`src/rtl/approx_mult_err_monitor.sv`:
```
// Error-statistics monitor for an approximate WxW unsigned multiplier: recomputes x*y and
// accumulates error count, saturating sum and max of |error|. Optional macro: ERR_BIAS_EN.
module approx_mult_err_monitor #(
    parameter int unsigned W      = 8,
    parameter int unsigned N_LOG2 = 16,
    parameter int unsigned ACC_W  = 40
) (
    input  logic                clk,
    input  logic                rst_n,
    input  logic                start,
    input  logic                in_valid,
    output logic                in_ready,
    input  logic [W-1:0]        x,
    input  logic [W-1:0]        y,
    input  logic [2*W-1:0]      z_approx,
    output logic                busy,
    output logic                done,
    output logic [N_LOG2:0]     err_count,
    output logic [ACC_W-1:0]    sum_ed,
    output logic [2*W-1:0]      max_ed,
    output logic [ACC_W-1:0]    sum_sed
);

    localparam int unsigned PW = 2 * W;
    localparam int unsigned CW = N_LOG2 + 1;
    localparam logic [CW-1:0] RUN_LEN  = {1'b1, {N_LOG2{1'b0}}};
    localparam logic [CW-1:0] LAST_IDX = RUN_LEN - CW'(1);

    typedef enum logic [1:0] {StIdle, StRun, StDrain, StDone} state_t;

    state_t         state_q, state_d;
    logic [CW-1:0]  sample_cnt_q, sample_cnt_d;
    logic           drain_cnt_q, drain_cnt_d;

    logic           s1_valid_q;
    logic [PW-1:0]  s1_p_q, s1_z_q;
    logic           s2_valid_q;
    logic [PW-1:0]  s2_d_q;

    logic [CW-1:0]    err_count_q, err_count_d;
    logic [ACC_W-1:0] sum_ed_q, sum_ed_d;
    logic [PW-1:0]    max_ed_q, max_ed_d;
    logic [ACC_W:0]   sum_ext;

    logic accept;
    logic start_ok;

    assign in_ready = (state_q == StRun) && (sample_cnt_q != RUN_LEN);
    assign accept   = in_valid && in_ready;
    assign start_ok = start && ((state_q == StIdle) || (state_q == StDone));
    assign busy     = (state_q == StRun) || (state_q == StDrain);
    assign done     = (state_q == StDone);

    // FSM next state and sample counter
    always_comb begin
        state_d      = state_q;
        sample_cnt_d = sample_cnt_q;
        drain_cnt_d  = drain_cnt_q;
        unique case (state_q)
            StIdle, StDone: begin
                if (start_ok) begin
                    state_d      = StRun;
                    sample_cnt_d = '0;
                end
            end
            StRun: begin
                if (accept) begin
                    sample_cnt_d = sample_cnt_q + CW'(1);
                    if (sample_cnt_q == LAST_IDX) begin
                        state_d     = StDrain;
                        drain_cnt_d = 1'b0;
                    end
                end
            end
            StDrain: begin
                drain_cnt_d = 1'b1;
                if (drain_cnt_q) begin
                    state_d = StDone;
                end
            end
            default: state_d = StIdle;
        endcase
    end

    always_ff @(posedge clk or negedge rst_n) begin
        if (!rst_n) begin
            state_q      <= StIdle;
            sample_cnt_q <= '0;
            drain_cnt_q  <= 1'b0;
        end else begin
            state_q      <= state_d;
            sample_cnt_q <= sample_cnt_d;
            drain_cnt_q  <= drain_cnt_d;
        end
    end

    // Stage 1: exact product and captured approximation
    always_ff @(posedge clk or negedge rst_n) begin
        if (!rst_n) begin
            s1_valid_q <= 1'b0;
            s1_p_q     <= '0;
            s1_z_q     <= '0;
        end else begin
            s1_valid_q <= accept;
            if (accept) begin
                s1_p_q <= PW'(x) * PW'(y);
                s1_z_q <= z_approx;
            end
        end
    end

    // Stage 2: absolute error distance
    always_ff @(posedge clk or negedge rst_n) begin
        if (!rst_n) begin
            s2_valid_q <= 1'b0;
            s2_d_q     <= '0;
        end else begin
            s2_valid_q <= s1_valid_q;
            if (s1_valid_q) begin
                s2_d_q <= (s1_p_q >= s1_z_q) ? (s1_p_q - s1_z_q) : (s1_z_q - s1_p_q);
            end
        end
    end

    assign sum_ext = {1'b0, sum_ed_q} + (ACC_W + 1)'(s2_d_q);

    always_comb begin
        err_count_d = err_count_q;
        sum_ed_d    = sum_ed_q;
        max_ed_d    = max_ed_q;
        if (start_ok) begin
            err_count_d = '0;
            sum_ed_d    = '0;
            max_ed_d    = '0;
        end else if (s2_valid_q) begin
            if (s2_d_q != '0) begin
                err_count_d = err_count_q + CW'(1);
            end
            if (s2_d_q > max_ed_q) begin
                max_ed_d = s2_d_q;
            end
            // Clamp at all-ones instead of wrapping
            sum_ed_d = sum_ext[ACC_W] ? {ACC_W{1'b1}} : sum_ext[ACC_W-1:0];
        end
    end

    always_ff @(posedge clk or negedge rst_n) begin
        if (!rst_n) begin
            err_count_q <= '0;
            sum_ed_q    <= '0;
            max_ed_q    <= '0;
        end else begin
            err_count_q <= err_count_d;
            sum_ed_q    <= sum_ed_d;
            max_ed_q    <= max_ed_d;
        end
    end

    assign err_count = err_count_q;
    assign sum_ed    = sum_ed_q;
    assign max_ed    = max_ed_q;

`ifdef ERR_BIAS_EN
    logic [PW:0]      s2_sed_q;
    logic [ACC_W-1:0] sum_sed_q, sum_sed_d;
    logic [ACC_W-1:0] sed_ext;

    always_ff @(posedge clk or negedge rst_n) begin
        if (!rst_n) begin
            s2_sed_q <= '0;
        end else if (s1_valid_q) begin
            s2_sed_q <= {1'b0, s1_z_q} - {1'b0, s1_p_q};
        end
    end

    assign sed_ext = ACC_W'($signed(s2_sed_q));

    // Signed bias sum wraps on overflow by design
    always_comb begin
        sum_sed_d = sum_sed_q;
        if (start_ok) begin
            sum_sed_d = '0;
        end else if (s2_valid_q) begin
            sum_sed_d = sum_sed_q + sed_ext;
        end
    end

    always_ff @(posedge clk or negedge rst_n) begin
        if (!rst_n) begin
            sum_sed_q <= '0;
        end else begin
            sum_sed_q <= sum_sed_d;
        end
    end

    assign sum_sed = sum_sed_q;
`else
    assign sum_sed = '0;
`endif

endmodule

```
`config.mk`:
```
export PLATFORM = sky130hd
export DESIGN_NAME = approx_mult_err_monitor
export DESIGN_NICKNAME = d
export VERILOG_FILES = /design/src/rtl/approx_mult_err_monitor.sv
export SDC_FILE = /design/constraint.sdc
export NUM_CORES = 1
export LEC_CHECK = 0
export ABC_AREA = 1
export CORE_MARGIN = 2
export CORE_UTILIZATION = 53
export CTS_CLUSTER_DIAMETER = 200
export DETAILED_ROUTE_END_ITERATION = 16
export PLACE_DENSITY = 0.76
export SYNTH_ARGS = -nofsm -noshare
export SYNTH_HDL_FRONTEND = slang
export SYNTH_SLANG_ARGS = --single-unit
```
`constraint.sdc`:
```
create_clock -name clk -period 4.2 [get_ports clk]
set_input_delay 0.63 -clock clk [delete_from_list [all_inputs] [get_ports clk]]
set_output_delay 0.63 -clock clk [all_outputs]
set_load 0.05 [all_outputs]
```
==> results.md, run 1 <==
* Post-DP Area at 0.01511 mm^2
* Worst Clk Skew at 0.01483 ns
* Number of routed nets with antenna violations at 0
* Fmax at 252.3 MHz
* Crit path max-delay family: adder cells
* Buffers on Ports at 111
* Max_cap viols at 0
* Worst Path Buf+Inv at 4
* Reg power frac at 0.208
* Worst setup EP type: flop
* Longest Clk Path Bufs at 2
* Largest area contributor in the netlist: dfrtp_1
* Crit-path slowest cell: fa_1
* TritonCTS clock tree: yes
* Fin. max-slew vios at 0
* Hold Crit Class: in -> async
* Switching part of the total at 0.5387
* Yosys warnings at 0
* Critical Path Fanout Max at 4
* GRT Residual Overflow at 0
* Most common cell after layout, fill and taps aside: nand2_1
* DRT Pass-1 Iters at 5
* Multi-input logic area at 0.008323 mm^2
* Adder-cell share of the synthesized area at 0.1552
* Post-Syn Area at 0.01365 mm^2
* Simple-gate area share of the yosys netlist at 0.3228
* Leak Pwr at 8.602 nW
* Fill count at 2,371
* I/O pin cnt at 152
* Clk root buf: clkbuf_16
* Crit share post-route at 0.9438
* Clock Power Share at 0.138
* Most used cell, CP: fa_1
* Synth Register Bits at 143
* Die height at 164.5 um
* Final instance area at 0.01570 mm^2
* Ys async rst share at 1.000
* Final min period at 3.964 ns
* Slew @ Worst Pin at 0.7332 ns
* Mapped Avg Cell Area at 6.756 um^2
* Routed vias at 12,800
* WHS at 0.1775 ns
* Crit path depth at 17
* Top FF cell, synth: dfrtp_1
* Syn Inst Count at 2,021
* R2r worst-path depth at 11
* Post-synthesis mux area share at 0
* Syn-to-layout area delta at 15.00%
* Vias in the first global route at 12,070
* CTS H-tree depth at 4
* Post-DP HPWL at 27,500 um
* Initial Utilization at 0.5406
* Diode count at 0
* Post-synth EDFFs at 0
* CTS Buf Count at 17
* Routed WL per cell at 14.10 um
* Setup crit start: x[1]
* DIE WIDTH at 164.5 um
* Switching power at 5.833 mW
* Top post-synthesis cells by area: dfrtp_1, nand2_1, inv_1
* RSZ-0062 raised after global routing: false
* Critical R2R Launch: state_q[0]$_DFFE_PN0P_
* Dpl cells at 2,451
* Clk slew on worst S/H paths at 0.08 ns
* RePlAce Congestion at 0.9240
* DRC at 0
* Combinational power share at 0.654
* Relative slew slack at 0.5100
* Core Rows at 58
* Most frequent cells in the layout: nand2_1, inv_1, nand3_1, dfrtp_1, ha_1
* Cell Count, Final, Fillers Out at 2,483
* WS Path Type: in -> reg
* Post-CTS Setup Bufs at 0
* Final setup vio count at 0
* Number of nets in the layout at 2,322
* Largest net degree at the start of global routing at 72
* Pwr Total at 10.83 mW
* Synth Area in XOR/XNOR at 0.03528
* Share of the synthesized area in the top cell type at 0.2621
* Total die area at 0.02706 mm^2
* Max stage delay on crit path at 0.56 ns
* CP arrival at 4.29 ns
* Power Internal at 4.996 mW
* P per Cell Area at 689.7 mW/mm^2
* Initial antenna violation count at 0
* DRT Wirelength at 35,020 um
* Compound-Gate Fraction of Synth Area at 0.07780
* Peak VDD IR at 0.4232 mV
* Hold Vio Cnt, Final at 0
* CP cell instances: dlygate4sd2_1 -> nand2_1 -> inv_1 -> fa_1 -> fa_1 -> fa_1 -> inv_1 -> fa_1 -> inv_1 -> ha_4 -> a21oi_4 -> o21ai_0 -> nand2_1 -> nand3_1 -> or2_2 -> nand3_1 -> nand2_1
* Count of cell types in the netlist at 46
* Worst-Skew Late Latency at 0.44 ns
* Global Route Usage Sum at 0.2676
* Core ar. at 0.02525 mm^2
* Ratio of cells with drive above 1 in the final layout at 0.08360
* 1st-iter DRT viols at 1,015
* CP required at 4.52 ns
* Seq/Total Area, Yosys at 0.2621
* First-pass GRT wire length at 58,150 um
* Vias per inst at 5.155
* Largest family of logic cells by synthesized area: simple AND/OR/NAND/NOR gates
* Startpoint Class: input pin
* Sequential cell area at 0.003578 mm^2
* CTS Sinks at 143
* Status: completed
## sequential cells by signal, indices dropped and copies added, names as in the netlist
| register | count |
|---|---|
| drain_cnt_q | 1 |
| max_ed | 16 |
| s2_d_q | 16 |
| s1_valid_q | 1 |
| sum_ed | 40 |
| s1_p_q | 16 |
| err_count | 17 |
| s1_z_q | 16 |
| s2_valid_q | 1 |
| sample_cnt_q | 17 |
| state_q | 2 |
## area by class of cell
type,instances,area share
Clock buffer,17,0.02709
Clock inverter,15,0.009084
Inverter,371,0.08901
Multi-Input combinational cell,1448,0.5301
Sequential cell,143,0.2279
Tap cell,330,0.02630
Timing Repair Buffer,159,0.09052
## kinds of logic after synthesis
family / Yosys count
simple gates: 1019
buf+inv: 469
compound gates: 188
fa+ha+maj: 146
flops: 143
xor+xnor: 55
other cells: 1
## synthesized netlist by cell type, types with 3 or more instances
cell,number
nand2_1,660
o21bai_1,3
o21ai_0,94
ha_1,107
clkbuf_1,28
nand4_1,39
xnor2_1,9
fa_1,39
or2_2,7
buf_2,17
nor2_4,3
nor2_2,7
buf_4,45
buf_6,4
a21oi_1,48
clkbuf_2,3
o21a_1,3
o21ai_2,12
xor2_1,46
inv_2,6
nand3_1,149
and2_1,3
nand2_2,12
nor4_1,9
o31ai_1,10
o21ai_1,7
nor2_1,88
inv_1,363
nor3_1,18
nand3b_1,10
a21oi_2,3
dfrtp_1,143
nand3_2,7
## routing by layer
layer / global-route usage / up-vias / wire length, um
li1: - / 6441 / -
met1: 0.3541 / 5921 / 15660
met2: 0.4578 / 376 / 16690
met3: 0.02988 / 63 / 1815
met4: 0.08854 / 0 / 858
met5: 0 / - / 0
## worst reg2reg max path, stage by stage (launching register included)
cell and delay [ns]:
dfrtp_1 0.42, inv_1 0.07, ha_1 0.32, nand2_1 0.10
inv_1 0.23, nor2_2 0.15, buf_4 0.39, inv_1 0.17
nand2_1 0.59, inv_1 0.33, nand3_1 0.14, o21ai_0 0.08
## stage by stage
step           setup slack [ns]  setup TNS, ns    util
2_1_floorplan           0.01207              0       -
3_3_place_gp            -0.5919         -4.993  0.5982
3_5_place_dp            -0.7072         -5.641  0.5982
4_1_cts                0.003194              0  0.6207
5_1_grt                 0.01587              0  0.6217
6_report                 0.2361              0  0.6217
## repair_timing
action	in CTS	in global routing
setup endpoints to repair	8	8
pin swaps	2	7
hold buffers	0	0
cloned	0	0
resized for setup	16	37
## worst paths after layout
check                                           end  slack [ns]
max                          s1_p_q[15]$_DFFE_PN0P_        0.24
min                        err_count[8]$_DFFE_PN0P_        0.18
max reg2reg                err_count[5]$_DFFE_PN0P_        1.11
min reg2reg                 drain_cnt_q$_DFFE_PN0P_        0.51
max in group asynchronous     s1_z_q[9]$_DFFE_PN0P_        3.07
min in group clk            drain_cnt_q$_DFFE_PN0P_        0.51
## power by group through the flow
stage | clock network, mW | logic (mW) | registers (mW)
4_1_cts | 1.52 | 6.96 | 2.24
6_report | 1.49 | 7.08 | 2.25
3_5_place_dp | 0 | 6.90 | 2.26
3_3_place_gp | 0 | 6.76 | 2.25
2_1_floorplan | 0 | 4.80 | 2.52
5_1_grt | 1.58 | 7.95 | 2.28
No activity file was read; power rests on OpenSTA's default activity.
==> run 2, diff against run 1 <==
--- a/config.mk
+++ b/config.mk
@@ -10,7 +10,9 @@
 export CORE_UTILIZATION = 53
 export CTS_CLUSTER_DIAMETER = 200
 export DETAILED_ROUTE_END_ITERATION = 16
+export GPL_TIMING_DRIVEN = 1
 export PLACE_DENSITY = 0.76
+export RECOVER_POWER = 25
 export SYNTH_ARGS = -nofsm -noshare
 export SYNTH_HDL_FRONTEND = slang
 export SYNTH_SLANG_ARGS = --single-unit
==> run 2 against run 1 <==
The flow now finishes with violations (capacitance limit, slew limit). Wire length hardly changed. Die area unchanged. Clock power hardly changed. First-iteration DRC count rose by 0.59%. Largest power group unchanged.
==> results.md, run 2 (synthesis results as in run 1) <==
* Status: finished, violations left
* Failing checks: capacitance limit, slew limit
* Worst Path Buf+Inv at 4 (unchanged)
* Final instance area at 0.01570 mm^2 (about the same)
* I/O pin cnt at 152 (unchanged)
* Multi-input logic area at 0.008323 mm^2 (unchanged)
* Critical Path Fanout Max at 4 (unchanged)
* Most frequent cells in the layout: nand2_1, inv_1, nand3_1, dfrtp_1, ha_1
* Most used cell, CP: fa_1
* Final min period at 3.964 ns (-0.0003470 ns)
* Die height at 164.5 um (unchanged)
* Fmax at 252.3 MHz (about the same)
* Core Rows at 58 (unchanged)
* Number of routed nets with antenna violations at 0 (unchanged)
* Crit-path slowest cell: fa_1
* Fin. max-slew vios at 72 (+72)
* Total die area at 0.02706 mm^2 (unchanged)
* Initial Utilization at 0.5406 (unchanged)
* Peak VDD IR at 0.4232 mV (about the same)
* TritonCTS clock tree: yes
* Ratio of cells with drive above 1 in the final layout at 0.08314 (-0.0004645)
* RePlAce Congestion at 0.9240 (unchanged)
* Clk root buf: clkbuf_16
* Final setup vio count at 0 (unchanged)
* DRC at 0 (unchanged)
* Largest net degree at the start of global routing at 72 (unchanged)
* P per Cell Area at 689.9 mW/mm^2 (about the same)
* CP arrival at 4.29 ns (about the same)
* Vias per inst at 5.157 (about the same)
* Most common cell after layout, fill and taps aside: nand2_1
* Longest Clk Path Bufs at 2 (unchanged)
* Hold Vio Cnt, Final at 0 (unchanged)
* CTS Sinks at 143 (unchanged)
* # hold bufs at CTS at 0 (unchanged)
* Relative slew slack at -1.064 (-1.574)
* CP cell instances: dlygate4sd2_1 -> nand2_1 -> inv_1 -> fa_1 -> fa_1 -> fa_1 -> inv_1 -> fa_1 -> inv_1 -> ha_4 -> a21oi_4 -> o21ai_0 -> nand2_1 -> nand3_1 -> or2_2 -> nand3_1 -> nand2_1
* 1st-iter DRT viols at 1,021 (+0.59%)
* Pwr Total at 10.83 mW (about the same)
* Diode count at 0 (unchanged)
* Slew @ Worst Pin at 3.096 ns (+2.363 ns)
* DRT Wirelength at 35,020 um (about the same)
* Vias in the first global route at 12,070 (unchanged)
* Post-DP Area at 0.01511 mm^2 (unchanged)
* Number of nets in the layout at 2,322 (unchanged)
* Largest register FFs at 40 (unchanged)
* Worst setup EP type: flop
* Crit share post-route at 0.9437 (about the same)
* Buffers on Ports at 111 (unchanged)
* Routed vias at 12,800 (+0.023%)
* GRT Residual Overflow at 0 (unchanged)
* Initial antenna violation count at 0 (unchanged)
* Worst Clk Skew at 0.01483 ns (+0.0000001000 ns)
* Crit path max-delay family: adder cells
* Worst-Skew Late Latency at 0.44 ns (about the same)
* Reg-to-reg slack, setup at 1.11 ns (about the same)
* Post-CTS Setup Bufs at 0 (unchanged)
* Global Route Usage Sum at 0.2676 (unchanged)
* First-pass GRT wire length at 58,150 um (unchanged)
* Fill count at 2,372 (+0.042%)
* WS Path Type: in -> reg
* DIE WIDTH at 164.5 um (unchanged)
* DRT Pass-1 Iters at 5 (unchanged)
* Core ar. at 0.02525 mm^2 (unchanged)
* CTS Buf Count at 17 (unchanged)
* Clk slew on worst S/H paths at 0.07 ns (about the same)
* Post-DP HPWL at 27,500 um (unchanged)
* Max_cap viols at 1 (+1)
* Sequential cell area at 0.003578 mm^2 (unchanged)
* RSZ-0062 raised after global routing: false
* Leak Pwr at 8.601 nW (about the same)
* Max stage delay on crit path at 0.56 ns (about the same)
* Startpoint Class: input pin
* Syn-to-layout area delta at 14.98% (about the same)
* Routed WL per cell at 14.10 um (about the same)
* Hold Crit Class: reg -> reg
* CP required at 4.52 ns (about the same)
* CTS H-tree depth at 4 (unchanged)
==> run 2: power by group <==
| group | internal [mW] | leakage (nW) | switching [mW] |
|---|---|---|---|
| sequential | 1.76 | 1.91 | 0.488 |
| clock | 0.788 | 0.281 | 0.706 |
| combinational | 2.44 | 6.41 | 4.64 |
| total | 5.00 | 8.60 | 5.84 |
==> run 2: what timing repair did <==
action	4_1_cts	5_1_grt
resized for setup	16	37
endpoints found under the setup margin	8	8
pin swaps	2	7
==> run 2: cell type report <==
cell class                 instances  area share
sequential                       143      0.2279
timing repair buffer             159     0.09038
clock inverter                    15    0.009086
clock buffer                      17     0.02710
tap                              330     0.02630
inverter                         371     0.08903
multi-input combinational       1448      0.5302
==> run 2: worst paths after layout <==
check                                         from                        to  depth (start not counted)
max in group asynchronous                    rst_n    sum_ed[14]$_DFFE_PN0P_                          2
min                        drain_cnt_q$_DFFE_PN0P_   drain_cnt_q$_DFFE_PN0P_                          2
min in group asynchronous                    rst_n  err_count[8]$_DFFE_PN0P_                          1
max                                           x[1]    s1_p_q[15]$_DFFE_PN0P_                         17
min reg2reg                drain_cnt_q$_DFFE_PN0P_   drain_cnt_q$_DFFE_PN0P_                          2
max reg2reg                 state_q[0]$_DFFE_PN0P_  err_count[5]$_DFFE_PN0P_                         11
==> run 2: routing by layer <==
layer  vias up  share of wire  global-route usage
li1       6442              -                   -
met1      5920           0.45              0.3541
met2       379           0.48              0.4578
met3        63          0.052             0.02988
met4         0          0.025             0.08854
met5         -              0                   0
==> run 2: worst register-to-register path: stages (launching register included) <==
cell and delay [ns]:
dfrtp_1 0.42, inv_1 0.07, ha_1 0.32, nand2_1 0.10, inv_1 0.23, nor2_2 0.15
buf_4 0.39, inv_1 0.17, nand2_1 0.59, inv_1 0.33, nand3_1 0.14, o21ai_0 0.08
==> run 2: per-stage QoR <==
| step | cells | utilization | hold WS, ns | TNS [ns] | setup WS (ns) |
|---|---|---|---|---|---|
| 2_1_floorplan | 2060 | - | 0.3344 | 0 | 0.01207 |
| 3_3_place_gp | 2451 | 0.5982 | 0.4650 | -4.993 | -0.5919 |
| 3_5_place_dp | 2451 | 0.5982 | 0.4834 | -5.641 | -0.7072 |
| 4_1_cts | 2483 | 0.6207 | 0.2095 | 0 | 0.003194 |
| 5_1_grt | 2483 | 0.6216 | 0.5528 | 0 | 0.01587 |
| 6_report | 2483 | 0.6216 | 0.5084 | 0 | 0.2365 |
==> run 3, diff against run 2 <==
--- a/config.mk
+++ b/config.mk
@@ -11,7 +11,7 @@
 export CTS_CLUSTER_DIAMETER = 200
 export DETAILED_ROUTE_END_ITERATION = 16
 export GPL_TIMING_DRIVEN = 1
-export PLACE_DENSITY = 0.76
+export PLACE_DENSITY = 0.79
 export RECOVER_POWER = 25
 export SYNTH_ARGS = -nofsm -noshare
 export SYNTH_HDL_FRONTEND = slang
==> constraint.sdc (replaced) <==
create_clock -name clk -period 3.4 [get_ports clk]
set_input_delay 0.51 -clock clk [delete_from_list [all_inputs] [get_ports clk]]
set_output_delay 0.51 -clock clk [all_outputs]
set_load 0.05 [all_outputs]
==> run 3 against run 2 <==
The run ends with capacitance limit, slew limit, setup timing left. Critical path type unchanged. Power increased by 27%. Non-clock buffer count up 15. Via count grew 0.78%. Largest cell class unchanged.
==> results.md, run 3 (synthesis results as in run 1) <==
* Hold Vio Cnt, Final at 0 (unchanged)
* CTS H-tree depth at 4 (unchanged)
* First-pass GRT wire length at 58,620 um (+0.81%)
* RePlAce Congestion at 0.9276 (+0.39%)
* Startpoint Class: input pin
* DRC at 0 (unchanged)
* Highest metal used: met4
* Relative slew slack at -0.5623 (+0.5019)
* Crit share post-route at 1.050
* DRT Pass-1 Iters at 6 (+1)
* Crit-path slowest cell: fa_1
* CTS Sinks at 143 (unchanged)
* Cell Count, Final, Fillers Out at 2,498 (+0.60%)
* Routed vias at 12,900 (+0.78%)
* Peak VDD IR at 0.6482 mV (+53%)
* Clk root buf: clkbuf_16
* Clk slew on worst S/H paths at 0.07 ns (about the same)
* Largest net degree at the start of global routing at 91 (+26%)
* Sequential cell area at 0.003578 mm^2 (unchanged)
* Reg-to-reg slack, setup at 0.67 ns (-0.44 ns)
* CP required at 3.69 ns (-0.83 ns)
* Vias in the first global route at 12,250 (+1.5%)
* Max_cap viols at 1 (unchanged)
* Initial Utilization at 0.5406 (unchanged)
* RSZ-0062 raised after global routing: true
* 1st-iter DRT viols at 1,027 (+0.59%)
* WS Path Type: in -> reg
* CP cell instances: buf_8 -> buf_6 -> buf_6 -> nand2_4 -> inv_2 -> fa_2 -> fa_1 -> inv_2 -> fa_1 -> fa_1 -> inv_2 -> ha_4 -> nand3_2 -> nand2_4 -> a21boi_2 -> o21ai_2 -> a21oi_1 -> o21ai_1 -> o21ai_0
* Worst setup EP type: flop
* P per Cell Area at 850.3 mW/mm^2 (+23%)
* Slew @ Worst Pin at 2.343 ns (-0.7529 ns)
* Ratio of cells with drive above 1 in the final layout at 0.1181 (+0.03494)
* Die height at 164.5 um (unchanged)
* GRT Residual Overflow at 0 (unchanged)
* Dpl cells at 2,454 (+0.12%)
* Vias per inst at 5.166 (+0.18%)
* Fin. max-slew vios at 91 (+26%)
* Fmax at 280.2 MHz
* Core Rows at 58 (unchanged)
* Diode count at 0 (unchanged)
* Max stage delay on crit path at 0.51 ns (-0.05 ns)
* I/O pin cnt at 152 (unchanged)
* CP arrival at 3.86 ns (-0.43 ns)
* Worst Clk Skew at 0.01261 ns (-0.002225 ns)
* Syn-to-layout area delta at 18.30%
* Status: finished, violations left
* Routed wl met2 at 16,900 um (+1.2%)
* Global Route Usage Sum at 0.2697 (+0.002010)
* TNS Setup at -1.204 ns (-1.204 ns)
* CTS Buf Count at 17 (unchanged)
* Critical Path Fanout Max at 5 (+1)
* Final worst slack at -0.1691 ns (-0.4055 ns)
* Routed WL per cell at 14.14 um (+0.31%)
* Final setup vio count at 10 (+10)
* DIE WIDTH at 164.5 um (unchanged)
* Multi-input logic area at 0.008583 mm^2 (+3.1%)
* Number of nets in the layout at 2,337 (+0.65%)
* Core ar. at 0.02525 mm^2 (unchanged)
* M1 WL at 15,650 um (about the same)
* Number of routed nets with antenna violations at 0 (unchanged)
* Hold Crit Class: reg -> reg
* TritonCTS clock tree: yes
* Final Util at 0.6396 (+0.01793)
* Buffers on Ports at 111 (unchanged)
* Total die area at 0.02706 mm^2 (unchanged)
* # hold bufs at CTS at 0 (unchanged)
* Final min period at 3.569 ns
* Longest Clk Path Bufs at 2 (unchanged)
* Most common cell after layout, fill and taps aside: nand2_1
* Fill count at 2,225 (-6.2%)
* Initial antenna violation count at 0 (unchanged)
* Failing checks: capacitance limit, slew limit, setup timing
* Crit path max-delay family: adder cells
* Most frequent cells in the layout: nand2_1, inv_1, nand3_1, dfrtp_1, ha_1
* Wire length on met3 at 1901 um (+4.5%)
* Largest register FFs at 40 (unchanged)
* Leak Pwr at 8.693 nW (+1.1%)
* Worst Path Buf+Inv at 6 (+2)
* Post-DP HPWL at 27,490 um (about the same)
* DRT Wirelength at 35,330 um (+0.91%)
* Worst-Skew Late Latency at 0.44 ns (about the same)
-- run 3: cell count changes in the layout (fill, tap and decap cells not counted), moves of 7 or more --
cell,change
nand2_2,+8
clkbuf_2,-9
inv_1,-16
ha_1,-7
buf_6,+20
ha_4,+7
nand2_1,-13
o21ai_0,-7
inv_2,+14
-- run 3: power by group --
part | internal, mW | total (mW) | switching [mW] | leakage (nW)
clock | 0.959 | 1.80 | 0.844 | 0.263
combinational | 3.24 | 9.16 | 5.92 | 6.52
sequential | 2.18 | 2.77 | 0.596 | 1.91
-- run 3: worst min-delay path: stages, from the launching register on --
cell and delay (ns):
dfrtp_1 0.34, nand2_1 0.05, o21ai_0 0.07
-- run 3: layer usage --
layer  GRT usage  vias to the layer above
met5           0                        -
met4     0.08893                        0
met3     0.02963                       65
met2      0.4574                      387
met1      0.3606                     5967
li1            -                     6485
-- run 3: final timing paths --
kind,endpoint,depth (start not counted),startpoint
max in group asynchronous,s1_z_q[10]$_DFFE_PN0P_,1,rst_n
worst max register to register,sum_ed[0]$_DFFE_PN0P_,14,s2_d_q[0]$_DFFE_PN0P_
worst min register to register,drain_cnt_q$_DFFE_PN0P_,2,drain_cnt_q$_DFFE_PN0P_
worst min-delay path,drain_cnt_q$_DFFE_PN0P_,2,drain_cnt_q$_DFFE_PN0P_
worst max-delay path,s1_p_q[11]$_DFFE_PN0P_,19,x[2]
min in group asynchronous,err_count[8]$_DFFE_PN0P_,1,rst_n
-- run 3: layout make-up --
class,instances,area share
clock buffer,18,0.02657
clock inverter,14,0.007669
inverter,371,0.08684
multi-input combinational,1448,0.5314
sequential,143,0.2216
tap,330,0.02556
timing repair buffer,174,0.1004
-- run 3: stage by stage --
step                      setup slack (ns)  area (um^2)  hold slack (ns)  power, mW
after floorplan                    -0.4239        14120           0.2144      9.305
after global placement              -1.131        15290           0.4648      11.33
after detailed placement            -1.210        15290           0.4782      11.54
after CTS                          -0.2357        16030           0.1733      13.50
after global routing               -0.3109        16150           0.5196      14.90
final                              -0.1691        16150           0.4903      13.73
-- run 3: what timing repair did --
action / in CTS / in global routing
pin swaps: 50 / 47
setup endpoints to repair: 11 / 10
gates resized for setup: 107 / 43
buffers inserted: 9 / 5
cloned: 0 / 0
==> RTL change: new RTL, config.mk and constraints of run 2 <==
The parameter `N_LOG2` goes from 16 to 14.
--- a/src/rtl/approx_mult_err_monitor.sv
+++ b/src/rtl/approx_mult_err_monitor.sv
@@ -2,7 +2,7 @@
 // accumulates error count, saturating sum and max of |error|. Optional macro: ERR_BIAS_EN.
 module approx_mult_err_monitor #(
     parameter int unsigned W      = 8,
-    parameter int unsigned N_LOG2 = 16,
+    parameter int unsigned N_LOG2 = 14,
     parameter int unsigned ACC_W  = 40
 ) (
     input  logic                clk,
Interface: changed (resized err_count); port bits go from 152 to 150. No check against the original RTL was run, so the function may have changed too.
==> RTL change against run 2 <==
The flow still finishes with violations (max-capacitance violations, max-slew violations). Die area fell by 4.4%. Worst setup slack worse by 0.042 ns. Global-route usage is 1.0 points lower. Area after synthesis shrank 4.6%. Sequential share of layout area rose by 0.22 points. Power up 1.3%. Routed wire length shrank 8.2%. Fmax decreased by 1.0%. Critical endpoint is now s1_p_q[12]. Utilization is 0.16 points higher. Count of clock-buffer cells in the layout is the same. Design area down 3.7%. Sequential cell count is 4 lower. Clock power up 7%.
==> RTL change: results (changes against run 2) <==
run status finished, violations left; violated checks max-capacitance violations, max-slew violations; portion of the post-synthesis area used by sequential elements 26.7% (+0.48 points); worst clock skew 0.0116 ns (-0.00321 ns); number of instances in the synthesized netlist 1930 (-4.5%); compound-gate portion of the synthesized area 7.11% (-0.67 points); Worst R2R Start s2_d_q[0]; DP Worst Slack -0.661 ns (+0.0457 ns); area used by multi-input combinational logic 8010 µm² (-3.7%); Met1 Wirelength 14600 µm (-6.9%); Post-synth top cells sky130_fd_sc_hd__nand2_1 (665), sky130_fd_sc_hd__inv_1 (308), sky130_fd_sc_hd__dfrtp_1 (139), sky130_fd_sc_hd__nand3_1 (129), sky130_fd_sc_hd__nor2_1 (109); Iter 0 DRT Violations 982 (-3.8%); maximum vdd drop 0.000385 V (-9.0%); via-per-instance ratio 5.08 (-1.4%); crit path max fanout 6 (+2); Global Route Usage Sum 25.7% (-1.0 points); placed inst area 14400 µm² (-4.6%); register share of total power 20.1% (-0.7 points); flop-to-flop setup slack 1.42 ns (+0.31 ns); routed vias 12112 (-5.4%); Setup crit start y[2]; Hold WS 0.524 ns (+0.0153 ns); logic depth of the worst register-to-register path 14 (+3); global-route wire length before repair 54800 µm (-5.7%); fraction of layout cells with a size suffix above 1 6.85% (-1.5 points); Critical Path Sink s1_p_q[12]; Net Sw Frac 53.4% (-0.50 points); Detailed Place HPWL 25000 µm (-9.3%); # port buffers 109 (-1.8%); leak pwr 8.20 nW (-4.7%); clock network fraction of total power 14.5% (+0.7 points); max-cap violation count 1 (unchanged); fraction of area in clock buffers and inverters 4.16% (+0.54 points); final-report max-slew violation count 71 (-1.4%); largest net degree at the start of global routing 71 (-1.4%); number of non-clock buffers 154 (-3.1%); XOR/XNOR share of the synthesized area 3.83% (+0.30 points); met2 wire length 15400 µm (-7.6%); sequential cells 139 (-2.8%); fraction of the mapped netlist area in adder cells 16.2% (+0.64 points); total of fill cells in the finished design 2173 (-8.4%); non-clock inverter count in the final layout 314 (-15%); slew at the pin with the worst max-slew slack 3.12 ns (+0.0202 ns); data arrival at the endpoint of the critical path 4.31 ns (+0.02 ns); Chip Width 161 µm (-2.2%); capture instance of the worst register-to-register path sum_ed[24]; leading cell types by total area after synthesis sky130_fd_sc_hd__dfrtp_1 (27%), sky130_fd_sc_hd__nand2_1 (19%), sky130_fd_sc_hd__ha_1 (10%); DRT Wirelength 32100 µm (-8.2%)
[RTL change: cell count changes after synthesis, sizes merged, moves of 6 or more]
cell,delta
a21oi,+7
inv,-58
nand2,+7
nand3,-25
nand3b,+6
nand4,-14
nor2,+16
nor3,+6
nor4,-6
o21ai,-17
o31ai,-8
xnor2,+12
xor2,-10
[RTL change: layer usage]
metal | track usage (%) | vias up
met1 | 34.9 | 5575
met3 | 3.36 | 36
met2 | 43.8 | 350
met4 | 6.41 | 0
met5 | 0 | -
li1 | - | 6151
[RTL change: what timing repair did]
item / in CTS / in global routing
pin swaps: 3 / 13
resized for setup: 18 / 21
setup buffers: 0 / 1
endpoints found under the setup margin: 7 / 8
endpoints found under the hold margin: 0 / 0
[RTL change: worst max-delay path: stages]
cell,delay (ns)
sky130_fd_sc_hd__dlygate4sd2_1,0.36
sky130_fd_sc_hd__nand2_1,0.12
sky130_fd_sc_hd__fa_1,0.45
sky130_fd_sc_hd__fa_1,0.50
sky130_fd_sc_hd__inv_1,0.06
sky130_fd_sc_hd__fa_1,0.53
sky130_fd_sc_hd__inv_1,0.06
sky130_fd_sc_hd__fa_1,0.52
sky130_fd_sc_hd__inv_1,0.06
sky130_fd_sc_hd__ha_4,0.28
sky130_fd_sc_hd__inv_1,0.05
sky130_fd_sc_hd__nor3_1,0.18
sky130_fd_sc_hd__nand2_1,0.08
sky130_fd_sc_hd__nand2_2,0.11
sky130_fd_sc_hd__a21oi_2,0.07
sky130_fd_sc_hd__xor2_1,0.16
sky130_fd_sc_hd__o21ai_1,0.07
